File: src/rtl/tinyalu_cmd_dispatcher_if.sv
// tinyalu_cmd_dispatcher_if: command, TinyALU and response signals of the dispatcher
interface tinyalu_cmd_dispatcher_if;
  logic        cmd_valid;
  logic        cmd_ready;
  logic [7:0]  cmd_a;
  logic [7:0]  cmd_b;
  logic [2:0]  cmd_op;
  logic        alu_start;
  logic [7:0]  alu_a;
  logic [7:0]  alu_b;
  logic [2:0]  alu_op;
  logic        alu_done;
  logic [15:0] alu_result;
  logic        rsp_valid;
  logic        rsp_ready;
  logic [15:0] rsp_result;
  logic [2:0]  rsp_op;
  logic        rsp_err;
  logic        busy;
  logic [7:0]  drop_cnt;
  modport slave (
    input  cmd_valid, cmd_a, cmd_b, cmd_op, alu_done, alu_result, rsp_ready,
    output cmd_ready, alu_start, alu_a, alu_b, alu_op, rsp_valid, rsp_result, rsp_op, rsp_err, busy, drop_cnt
  );
  modport master (
    output cmd_valid, cmd_a, cmd_b, cmd_op, alu_done, alu_result, rsp_ready,
    input  cmd_ready, alu_start, alu_a, alu_b, alu_op, rsp_valid, rsp_result, rsp_op, rsp_err, busy, drop_cnt
  );
endinterface

File: src/rtl/tinyalu_cmd_dispatcher.sv
// tinyalu_cmd_dispatcher: FIFO-buffered command front-end driving TinyALU start/done, one command at a time.
// Optional start/done watchdog enabled by defining TINYALU_DISP_TIMEOUT_EN.
module tinyalu_cmd_dispatcher #(
  parameter int DEPTH   = 4,
  parameter int TIMEOUT = 31
) (
  input logic clk,
  input logic reset_n,
  tinyalu_cmd_dispatcher_if.slave bus
);
  localparam int AW = $clog2(DEPTH);
  localparam int CW = $clog2(DEPTH + 1);
  localparam logic [CW-1:0] FULL = CW'(DEPTH);
  localparam logic [7:0] TMO_LAST = 8'(TIMEOUT - 1);
`ifdef TINYALU_DISP_TIMEOUT_EN
  localparam bit TMO_EN = 1'b1;
`else
  localparam bit TMO_EN = 1'b0;
`endif
  typedef enum logic [1:0] {IDLE, ISSUE, NOOP, RESP} state_t;
  state_t state_q;
  logic [18:0] mem_q [DEPTH];
  logic [AW-1:0] wr_ptr_q, rd_ptr_q;
  logic [CW-1:0] count_q;
  logic [7:0] drop_q, tmo_q, a_q, b_q;
  logic [2:0] op_q, rsp_op_q;
  logic [15:0] rsp_result_q;
  logic start_q, rsp_valid_q, rsp_err_q;
  logic full, accept, legal, push, pop, tmo_hit;
  logic [18:0] head;
  assign full    = count_q == FULL;
  assign accept  = bus.cmd_valid && !full;
  assign legal   = bus.cmd_op < 3'd5;
  assign push    = accept && legal;
  assign pop     = state_q == IDLE && count_q != '0;
  assign head    = mem_q[rd_ptr_q];
  assign tmo_hit = TMO_EN && tmo_q == TMO_LAST;
  assign bus.cmd_ready  = !full;
  assign bus.alu_start  = start_q;
  assign bus.alu_a      = a_q;
  assign bus.alu_b      = b_q;
  assign bus.alu_op     = op_q;
  assign bus.rsp_valid  = rsp_valid_q;
  assign bus.rsp_result = rsp_result_q;
  assign bus.rsp_op     = rsp_op_q;
  assign bus.rsp_err    = rsp_err_q;
  assign bus.busy       = count_q != '0 || state_q != IDLE;
  assign bus.drop_cnt   = drop_q;
  always_ff @(posedge clk)
    if (push) mem_q[wr_ptr_q] <= {bus.cmd_op, bus.cmd_a, bus.cmd_b};
  // done on the watchdog edge wins, so the error flag is simply the absence of done
  always_ff @(posedge clk or negedge reset_n)
    if (!reset_n) begin
      state_q      <= IDLE;
      wr_ptr_q     <= '0;
      rd_ptr_q     <= '0;
      count_q      <= '0;
      drop_q       <= '0;
      tmo_q        <= '0;
      start_q      <= 1'b0;
      a_q          <= '0;
      b_q          <= '0;
      op_q         <= '0;
      rsp_valid_q  <= 1'b0;
      rsp_result_q <= '0;
      rsp_op_q     <= '0;
      rsp_err_q    <= 1'b0;
    end else begin
      count_q <= count_q + CW'(push) - CW'(pop);
      if (push) wr_ptr_q <= wr_ptr_q + AW'(1);
      if (pop) rd_ptr_q <= rd_ptr_q + AW'(1);
      if (accept && !legal && drop_q != 8'hFF) drop_q <= drop_q + 8'd1;
      case (state_q)
        IDLE: if (pop) begin
          {op_q, a_q, b_q} <= head;
          start_q <= 1'b1;
          tmo_q   <= '0;
          state_q <= head[18:16] == 3'd0 ? NOOP : ISSUE;
        end
        NOOP: begin
          start_q <= 1'b0;
          state_q <= IDLE;
        end
        ISSUE: if (bus.alu_done || tmo_hit) begin
          start_q      <= 1'b0;
          rsp_valid_q  <= 1'b1;
          rsp_result_q <= bus.alu_done ? bus.alu_result : 16'h0000;
          rsp_op_q     <= op_q;
          rsp_err_q    <= !bus.alu_done;
          state_q      <= RESP;
        end else tmo_q <= tmo_q + 8'd1;
        RESP: if (bus.rsp_ready) begin
          rsp_valid_q <= 1'b0;
          state_q     <= IDLE;
        end
        default: state_q <= IDLE;
      endcase
    end
endmodule

File: src/flat_wrapper.sv
// flat-port wrapper written by rule: the top's interface ports become plain ports
module tinyalu_cmd_dispatcher_flat 
#(
  parameter int DEPTH   = 4,
  parameter int TIMEOUT = 31
)
  (clk, reset_n, bus_cmd_valid, bus_cmd_a, bus_cmd_b, bus_cmd_op, bus_alu_done, bus_alu_result, bus_rsp_ready, bus_cmd_ready, bus_alu_start, bus_alu_a, bus_alu_b, bus_alu_op, bus_rsp_valid, bus_rsp_result, bus_rsp_op, bus_rsp_err, bus_busy, bus_drop_cnt);
  tinyalu_cmd_dispatcher_if bus_i ();
  input logic clk;
  input logic reset_n;
  input wire logic [$bits(bus_i.cmd_valid)-1:0] bus_cmd_valid;
  input wire logic [$bits(bus_i.cmd_a)-1:0] bus_cmd_a;
  input wire logic [$bits(bus_i.cmd_b)-1:0] bus_cmd_b;
  input wire logic [$bits(bus_i.cmd_op)-1:0] bus_cmd_op;
  input wire logic [$bits(bus_i.alu_done)-1:0] bus_alu_done;
  input wire logic [$bits(bus_i.alu_result)-1:0] bus_alu_result;
  input wire logic [$bits(bus_i.rsp_ready)-1:0] bus_rsp_ready;
  output wire logic [$bits(bus_i.cmd_ready)-1:0] bus_cmd_ready;
  output wire logic [$bits(bus_i.alu_start)-1:0] bus_alu_start;
  output wire logic [$bits(bus_i.alu_a)-1:0] bus_alu_a;
  output wire logic [$bits(bus_i.alu_b)-1:0] bus_alu_b;
  output wire logic [$bits(bus_i.alu_op)-1:0] bus_alu_op;
  output wire logic [$bits(bus_i.rsp_valid)-1:0] bus_rsp_valid;
  output wire logic [$bits(bus_i.rsp_result)-1:0] bus_rsp_result;
  output wire logic [$bits(bus_i.rsp_op)-1:0] bus_rsp_op;
  output wire logic [$bits(bus_i.rsp_err)-1:0] bus_rsp_err;
  output wire logic [$bits(bus_i.busy)-1:0] bus_busy;
  output wire logic [$bits(bus_i.drop_cnt)-1:0] bus_drop_cnt;
  assign bus_i.cmd_valid = bus_cmd_valid;
  assign bus_i.cmd_a = bus_cmd_a;
  assign bus_i.cmd_b = bus_cmd_b;
  assign bus_i.cmd_op = bus_cmd_op;
  assign bus_i.alu_done = bus_alu_done;
  assign bus_i.alu_result = bus_alu_result;
  assign bus_i.rsp_ready = bus_rsp_ready;
  assign bus_cmd_ready = bus_i.cmd_ready;
  assign bus_alu_start = bus_i.alu_start;
  assign bus_alu_a = bus_i.alu_a;
  assign bus_alu_b = bus_i.alu_b;
  assign bus_alu_op = bus_i.alu_op;
  assign bus_rsp_valid = bus_i.rsp_valid;
  assign bus_rsp_result = bus_i.rsp_result;
  assign bus_rsp_op = bus_i.rsp_op;
  assign bus_rsp_err = bus_i.rsp_err;
  assign bus_busy = bus_i.busy;
  assign bus_drop_cnt = bus_i.drop_cnt;
  tinyalu_cmd_dispatcher #(.DEPTH(DEPTH), .TIMEOUT(TIMEOUT)) u_core (.clk(clk), .reset_n(reset_n), .bus(bus_i));
endmodule
File: config.mk
export PLATFORM = sky130hd
export DESIGN_NAME = tinyalu_cmd_dispatcher_flat
export DESIGN_NICKNAME = d
export VERILOG_FILES = /design/src/rtl/tinyalu_cmd_dispatcher_if.sv /design/src/rtl/tinyalu_cmd_dispatcher.sv /design/src/flat_wrapper.sv
export SDC_FILE = /design/constraint.sdc
export NUM_CORES = 1
export LEC_CHECK = 0
export CAP_MARGIN = 20
export CORE_MARGIN = 3
export CORE_UTILIZATION = 27
export CTS_CLUSTER_DIAMETER = 200
export DETAILED_ROUTE_END_ITERATION = 12
export PLACE_DENSITY_LB_ADDON = 0.08
export SYNTH_ARGS = -nofsm -noshare
export SYNTH_HDL_FRONTEND = slang
export SYNTH_SLANG_ARGS = --single-unit
File: constraint.sdc
create_clock -name clk -period 6.1 [get_ports clk]
set_clock_uncertainty 0.2 [all_clocks]
set_input_delay 1.22 -clock clk [delete_from_list [all_inputs] [get_ports clk]]
set_output_delay 1.22 -clock clk [all_outputs]
set_load 0.03 [all_outputs]
==> run summary, run 1 <==
Top FF cell, synth = edfxtp_1
First-pass GRT wire length = 17.71 mm
CTS max path bufs = 2
Combinational share of power = 35.6%
GPL Wtd Cong = 0.6871
Area delta synth->final = 34.87%
Post-synth cell types = 41
Post-Layout Cell Count = 697
Seq/Total Area, Yosys = 70.54%
Die width = 146.0 um
WL per Instance = 15.62 um
Clock Sinks = 134
Leak Pwr = 2.746 nW
Largest net degree at the start of global routing = 59
Antenna diode instance count = 0
Worst-Skew Late Latency = 410 ps
Layout fillers = 1823
Worst hold path class = reg2reg
WL final = 10.89 mm
GRT overflow = 0
Seq pwr share = 36.3%
Final hold vios = 0
Switching Share = 33.57%
Num ports = 91
Detailed Place HPWL = 6.835 mm
Synth Net Count = 373
Initial antenna violation count = 0
Tcrit/Tclk final = 61.95%
Max cap viols = 0
P_sw = 1.266 mW
Core footprint = 18960 um2
Initial DRC Count = 142
H-tree levels = 4
Initial DRT Pass Iterations = 4
CP arrival = 3910 ps
Placed cells = 663
All-Layer GR Usage = 10.79%
Status = complete, no violations
Cell area after synthesis = 5293 um2
Cts hold-fix bufs = 0
Worst-Margin Slew = 1051 ps
Endpoints failing setup = 0
Initial core utilization = 27.92%
Power Internal = 2.505 mW
TritonCTS clock tree = built
Port Buffers = 90
Slew Limit Fails = 0
Rows = 50
Post-synth EDFFs = 76
Clock power frac = 28.1%
Layout cell share with drive strength beyond 1 = 17.16%
DRC viols = 0
RSZ-0062 raised after global routing = no
Crit-path max FO = 22
Worst EP required = 6240 ps
Highest Clock Rate = 0.2646 GHz
Synth Instances = 322
Most frequent cell after synthesis = edfxtp_1
Synth warn = 0
Synth top area cells = edfxtp_1, dfrtp_1, mux4_2
Fin Setup TNS = 0 ps
Syn Area/Cell = 16.44 um2
Nets = 475
Slew headroom = 29.95%
Setup CP Type = reg2reg
Fin crit period = 3779 ps
Maximum vdd drop = 217.4 uV
Post-route ant nets = 0
Via Count = 2911
Area leader, netlist = edfxtp_1
FFs w/ async S/R, synth = 43.28%
Seq cells post-synth = 134
Setup Buffers After CTS = 0
Die Y = 146.0 um
Power Density = 528.2 nW/um2
Worst Setup End Kind = flop
Resized cells post-CTS = 0
Root Buffer = clkbuf_16
Commonest cells post-synth = edfxtp_1, nand2_1, dfrtp_1, mux2_2, mux4_2
DIE AREA = 21320 um2
Vias in the first global route = 3064
Yosys top cell area share = 43.12%
CP Launch Type = flop
Total CTS buffers = 17
Reg clk slew, reported paths = 60 ps
Vias per cell = 4.176
-- logic make-up after synthesis --
family          after synthesis  synth area share, %
buf+inv                      22                1.820
simple gates                 95                8.652
mux                          41                13.03
fa+ha+maj                    11                2.742
flops                       134                70.54
xor+xnor                     11                1.820
compound gates                8                1.395
-- flip-flops by register name, indices dropped and copies added (netlist names), 3 cells and up --
name and count:
u_core.bus.rsp_op 3, u_core.bus.alu_op 3, u_core.count_q 3, u_core.bus.drop_cnt 8, u_core.mem_q 76, u_core.bus.alu_a 8, u_core.bus.alu_b 8, u_core.bus.rsp_result 16
-- cell type report --
cell class / instances / area, um2 / area share, %
Tap cell: 260 / 325.3 / 4.557
Clock inverter: 13 / 178.9 / 2.507
Timing Repair Buffer: 94 / 963.4 / 13.50
Clock buffer: 19 / 432.9 / 6.065
Sequential cell: 134 / 3734 / 52.30
Inverter: 11 / 41.29 / 0.5784
Multi-Input combinational cell: 166 / 1463 / 20.49
-- power groups by stage --
stage	logic, mW	registers [mW]	clock network [mW]
after detailed placement	1.35	1.39	0
after floorplan	0.611	1.62	0
final	1.34	1.37	1.06
after global routing	1.46	1.41	1.14
after global placement	1.35	1.38	0
after CTS	1.36	1.38	1.09
-- critical path, stage by stage (launching register included) --
cell and delay, ps:
dfrtp_1 390, inv_1 60, ha_1 260, or2b_1 740
inv_1 640, ha_1 480, inv_1 40, ha_1 180
fa_1 380, xnor2_1 190, xnor2_1 140
-- final timing paths --
path                                     start                       end  slack, ps  cells after the start
setup reg to reg             u_core.state_q[0]         u_core.count_q[2]       2320                     10
hold / removal             u_core.bus.alu_a[5]       u_core.bus.alu_a[5]        280                      2
setup / recovery             u_core.state_q[0]         u_core.count_q[2]       2320                     10
max in group asynchronous              reset_n    u_core.bus.drop_cnt[0]       4370                      2
hold reg to reg            u_core.bus.alu_a[5]       u_core.bus.alu_a[5]        280                      2
min in group asynchronous              reset_n  u_core.bus.rsp_result[3]        770                      2
-- layer usage --
layer  track usage (%)  vias up  part of all wire (%)
met4             4.516        0                   1.9
met3             3.737       16                   5.7
met1             14.23     1436                    48
li1                  -     1375                     -
met5                 0        -                     0
met2             16.28       84                    44
-- per-stage QoR --
step / instance area [um2] / worst slack (ps) / hold WS, ps / util [%] / total power, mW
after floorplan: 5293 / 3273 / 379.6 / - / 2.232
after global placement: 6474 / 2256 / 263.6 / 34.15 / 2.732
after detailed placement: 6474 / 2182 / 261.7 / 34.15 / 2.747
after CTS: 7086 / 2152 / 282.5 / 37.38 / 3.830
after global routing: 7138 / 1935 / 294.6 / 37.66 / 4.004
final: 7138 / 2321 / 275.2 / 37.66 / 3.771
-- layout by cell type, fill, tap and decap left out, drive strengths merged, types with 4 or more instances in the layout --
master,netlist,layout
mux2,21,21
edfxtp,76,76
bufinv,0,4
and2,5,5
buf,4,4
xnor2,5,5
nor3,6,6
ha,10,10
clkdlybuf4s50,0,89
nor2,4,4
inv,11,13
clkbuf,7,20
dfrtp,58,58
mux4,19,19
nand2,65,65
clkinv,0,5
xor2,6,6
Power figures use the tool's default switching activity.
==> run 2: changes to the inputs <==
Clock period 6.1 ns to 3.23 ns, I/O delays scaled along.
==> run 2 against run 1 <==
Effect of this change:
- sequential share of layout area down 0.073 points
- hold slack worse by 230 ps
- global-route usage up 0.45 points
- final cell count up 1.6%
- worst setup slack worse by 2200 ps
- die area unchanged
- combinational power up 96%
- via count up 1.2%
- first-iteration DRC count down 13%
- non-clock buffer count up 11
- sequential power up 85%
- highest routed layer unchanged
==> run summary, run 2 (synthesis gave the netlist of run 1 again) <==
Status = complete, no violations
Commonest non-fill, non-tap cell in the layout = clkdlybuf4s50_1
Worst hold path class = in2async
Leak Pwr = 2.777 nW
Total CTS buffers = 17
Final hold vios = 0
Resized cells post-CTS = 0
Reg clk slew, reported paths = 60 ps
Worst-Skew Late Latency = 410 ps
Clock Sinks = 134
Worst Setup End Kind = output port
First-pass GRT wire length = 18.08 mm
Post-Layout Cell Count = 708
Initial core utilization = 27.92%
Die width = 146.0 um
WL final = 11.28 mm
Worst EP required = 2380 ps
DIE AREA = 21320 um2
Largest net degree at the start of global routing = 39
Placed cells = 676
All-Layer GR Usage = 11.24%
Fin Setup TNS = 0 ps
Vias per cell = 4.161
WL per Instance = 15.94 um
Root Buffer = clkbuf_16
CP arrival = 2250 ps
Slew headroom = 59.25%
Num ports = 91
Fin crit period = 3096 ps
Via Count = 2946
Post-route ant nets = 0
Crit-path max FO = 5
Endpoints failing setup = 0
Initial DRC Count = 124
CP Launch Type = flop
TritonCTS clock tree = built
Tot Pwr = 6.963 mW
Slew Limit Fails = 0
Core footprint = 18960 um2
Antenna diode instance count = 0
Max cap viols = 0
Setup CP Type = reg2out
Cts hold-fix bufs = 0
Maximum vdd drop = 401.7 uV
GPL Wtd Cong = 0.7119
Initial DRT Pass Iterations = 4
CTS max path bufs = 2
Area delta synth->final = 35.06%
Worst-Margin Slew = 611.2 ps
Tcrit/Tclk final = 95.86%
Nets = 486
Layout cell share with drive strength beyond 1 = 19.87%
Die Y = 146.0 um
Worst r2r src = u_core.state_q[0]
Largest Register = u_core.mem_q
Detailed Place HPWL = 7.348 mm
Largest register FFs = 76
Highest Clock Rate = 0.3230 GHz
DRC viols = 0
H-tree levels = 4
RSZ-0062 raised after global routing = no
Rows = 50
R2R depth = 10
Vias in the first global route = 3189
Critical path launch point = u_core.state_q[1]
Power Density = 974.0 nW/um2
Port Buffers = 90
Setup Buffers After CTS = 0
GRT overflow = 0
Initial antenna violation count = 0
Commonest cells after routing, fill and taps aside = clkdlybuf4s50_1, edfxtp_1, nand2_1, dfrtp_1, mux2_2
==> run 2: changes by cell type in the layout (fill, tap and decap cells not counted), sizes merged <==
cell	previous run	this run
clkbuf	20	18
buf	4	16
bufinv	4	1
inv	13	14
clkinv	5	8
==> run 2: worst paths after layout <==
check                           slack, ps                        to
worst max-delay path                  130                  bus_busy
worst min-delay path                   40  u_core.bus.rsp_result[5]
worst max register to register        840         u_core.count_q[2]
worst min register to register        270       u_core.bus.alu_a[6]
max in group asynchronous            2160    u_core.bus.drop_cnt[1]
min in group clk                      270       u_core.bus.alu_a[6]
==> run 2: per-layer routing <==
metal,GRT usage (%),up-vias,wire [um]
met2,17.66,85,5356
li1,-,1405,-
met3,4.017,10,580
met1,14.05,1446,5185
met5,0,-,0
met4,4.939,0,160
==> run 2: through the flow <==
step	utilization [%]	setup slack, ps	cell area, um2	hold slack [ps]
floorplan	-	650.3	5293	150.4
global placement	34.73	384.0	6584	259.4
detailed placement	34.73	338.6	6584	261.8
CTS	37.71	83.31	7148	45.67
global route	37.71	2.338	7148	60.04
finish	37.71	133.7	7148	40.57
==> run 2: where the power goes <==
| part | switching, mW | internal, mW |
|---|---|---|
| registers | 0.240 | 2.29 |
| logic | 1.44 | 1.17 |
| clock network | 0.737 | 1.08 |
| total | 2.42 | 4.54 |
==> run 2: area by class of cell <==
type                            count  area (um2)
Clock inverter                     14       125.1
Sequential cell                   134        3734
Tap cell                          260       325.3
Clock buffer                       18       439.2
Inverter                           11       41.29
Multi-Input combinational cell    166        1463
Timing Repair Buffer              105        1021
Fill cell                        1803       11810
==> run 2: critical path: stages, from the launching register on <==
cell and delay (ps):
dfrtp_1 380, inv_1 100, ha_1 230, or4b_4 510, clkdlybuf4s50_1 620
==> run 3: changes to the inputs <==
Clock period 3.23 ns to 3.4 ns, I/O delays scaled along.
==> run 3 against run 2 <==
Effect of this change:
- routed wire length shrank 0.45%
- global-route usage is 0.13 points lower
- via count increased by 0.54%
- flip-flop and latch count unchanged
- hold slack improved by 24 ps
- count of clock-buffer cells in the layout stayed put
- register-to-register slack improved by 160 ps
- first-iteration DRC count up 5.6%
- combinational power down 4%
- power fell by 2.8%
- cell area increased by 0.21%
- sequential power shrank 6%
==> run summary, run 3 (synthesis gave the netlist of run 1 again) <==
Setup Buffers After CTS = 0
Placed cells = 673
DIE AREA = 21320 um2
Via Count = 2962
Tcrit/Tclk final = 92.09%
Post-Layout Cell Count = 705
RSZ-0062 raised after global routing = no
Setup WS post-layout = 268.9 ps
Worst Setup End Kind = output port
CP Launch Type = flop
Status = complete, no violations
Slowest stage delay, CP = 610 ps
Num ports = 91
CP arrival = 2250 ps
Initial antenna violation count = 0
CTS max path bufs = 2
Clock power frac = 27.7%
Die Y = 146.0 um
Total CTS buffers = 17
Reg clk slew, reported paths = 60 ps
Area delta synth->final = 35.34%
Initial core utilization = 27.92%
H-tree levels = 4
Largest register FFs = 76
Clock Sinks = 134
First-pass GRT wire length = 18.02 mm
Commonest non-fill, non-tap cell in the layout = clkdlybuf4s50_1
Nets = 483
Die width = 146.0 um
Port Buffers = 90
Vias per cell = 4.201
Core footprint = 18960 um2
Worst hold path class = in2async
Fin Setup TNS = 0 ps
Commonest cells after routing, fill and taps aside = clkdlybuf4s50_1, edfxtp_1, nand2_1, dfrtp_1, mux2_2
Final hold vios = 0
Slew headroom = 45.48%
Initial DRC Count = 131
Layout fillers = 1822
Detailed Place HPWL = 7.157 mm
Critical-path cell list = inv_1 > ha_1 > or4b_4 > clkdlybuf4s50_1
WL final = 11.23 mm
Rows = 50
CP delay by family, top = buffers and inverters
Largest Register = u_core.mem_q
Critical-path top delay cell = clkdlybuf4s50_1
Critical path launch point = u_core.state_q[0]
Layout cell share with drive strength beyond 1 = 19.10%
DRC viols = 0
Cts hold-fix bufs = 0
Seq pwr share = 35.2%
TritonCTS clock tree = built
Initial DRT Pass Iterations = 4
Crit-path max FO = 5
Worst path bufs/invs = 2
Worst-Skew Late Latency = 410 ps
Leak Pwr = 2.768 nW
Tot Pwr = 6.765 mW
Combinational share of power = 37.1%
Endpoints failing setup = 0
Power Internal = 4.449 mW
Fin Hold WS = 64.59 ps
Resized cells post-CTS = 0
Power Density = 944.4 nW/um2
Maximum vdd drop = 348.8 uV
All-Layer GR Usage = 11.11%
Max cap viols = 0
Vias in the first global route = 3119
Antenna diode instance count = 0
Largest net degree at the start of global routing = 59
Setup WS pre-CTS = 500.6 ps
Worst EP required = 2520 ps
Fin crit period = 3131 ps
Post-route ant nets = 0
GRT overflow = 0
Setup CP Type = reg2out
GPL Wtd Cong = 0.7227
Switching Share = 34.24%
Worst-Margin Slew = 815.8 ps
P_sw = 2.316 mW
Root Buffer = clkbuf_16
Worst r2r src = u_core.state_q[0]
Slew Limit Fails = 0
WL per Instance = 15.93 um
Highest Clock Rate = 0.3194 GHz
[run 3: area by class of cell]
cell class,instances,area [um2],share of cell area (%)
clock inverters,14,172.7,2.410
inverters,11,41.29,0.5764
flip-flops and latches,134,3734,52.12
well taps,260,325.3,4.541
clock buffers,18,429.2,5.991
repair buffers,102,998.5,13.94
multi-input cells,166,1463,20.42
[run 3: through the flow]
stage          instance area, um2  utilization, %
6_report                     7163           37.79
5_1_grt                      7163           37.79
4_1_cts                      7163           37.79
3_5_place_dp                 6561           34.61
3_3_place_gp                 6561           34.61
2_1_floorplan                5293               -
[run 3: power by group through the flow]
stage / Combinational (mW) / Sequential (mW) / Clock (mW)
floorplan: 1.10 / 2.91 / 0
global placement: 2.57 / 2.40 / 0
detailed placement: 2.58 / 2.42 / 0
CTS: 2.59 / 2.39 / 1.93
global route: 2.73 / 2.44 / 2.00
finish: 2.51 / 2.38 / 1.87
[run 3: final timing paths]
| check | endpoint | slack, ps | depth (start not counted) |
|---|---|---|---|
| setup / recovery | bus_busy | 270 | 4 |
| hold / removal | u_core.bus.rsp_result[3] | 60 | 2 |
| setup reg to reg | u_core.count_q[2] | 1000 | 10 |
| hold reg to reg | u_core.bus.alu_a[2] | 270 | 2 |
| max in group asynchronous | u_core.wr_ptr_q[0] | 2640 | 2 |
| min in group clk | u_core.bus.alu_a[2] | 270 | 2 |
[run 3: routing by layer]
metal / up-vias / wire [um] / global-route usage, %
met4: 0 / 127 / 4.233
met5: - / 0 / 0
met3: 11 / 611 / 4.329
met2: 83 / 5200 / 16.89
met1: 1477 / 5293 / 14.41
li1: 1391 / - / -
[run 3: worst reg2reg max path: stages (launching register included)]
cell	delay, ps
dfrtp_1	390
inv_1	60
ha_1	250
or2b_1	190
inv_1	50
ha_1	270
inv_1	40
ha_1	180
fa_1	380
xnor2_1	180
xnor2_1	130
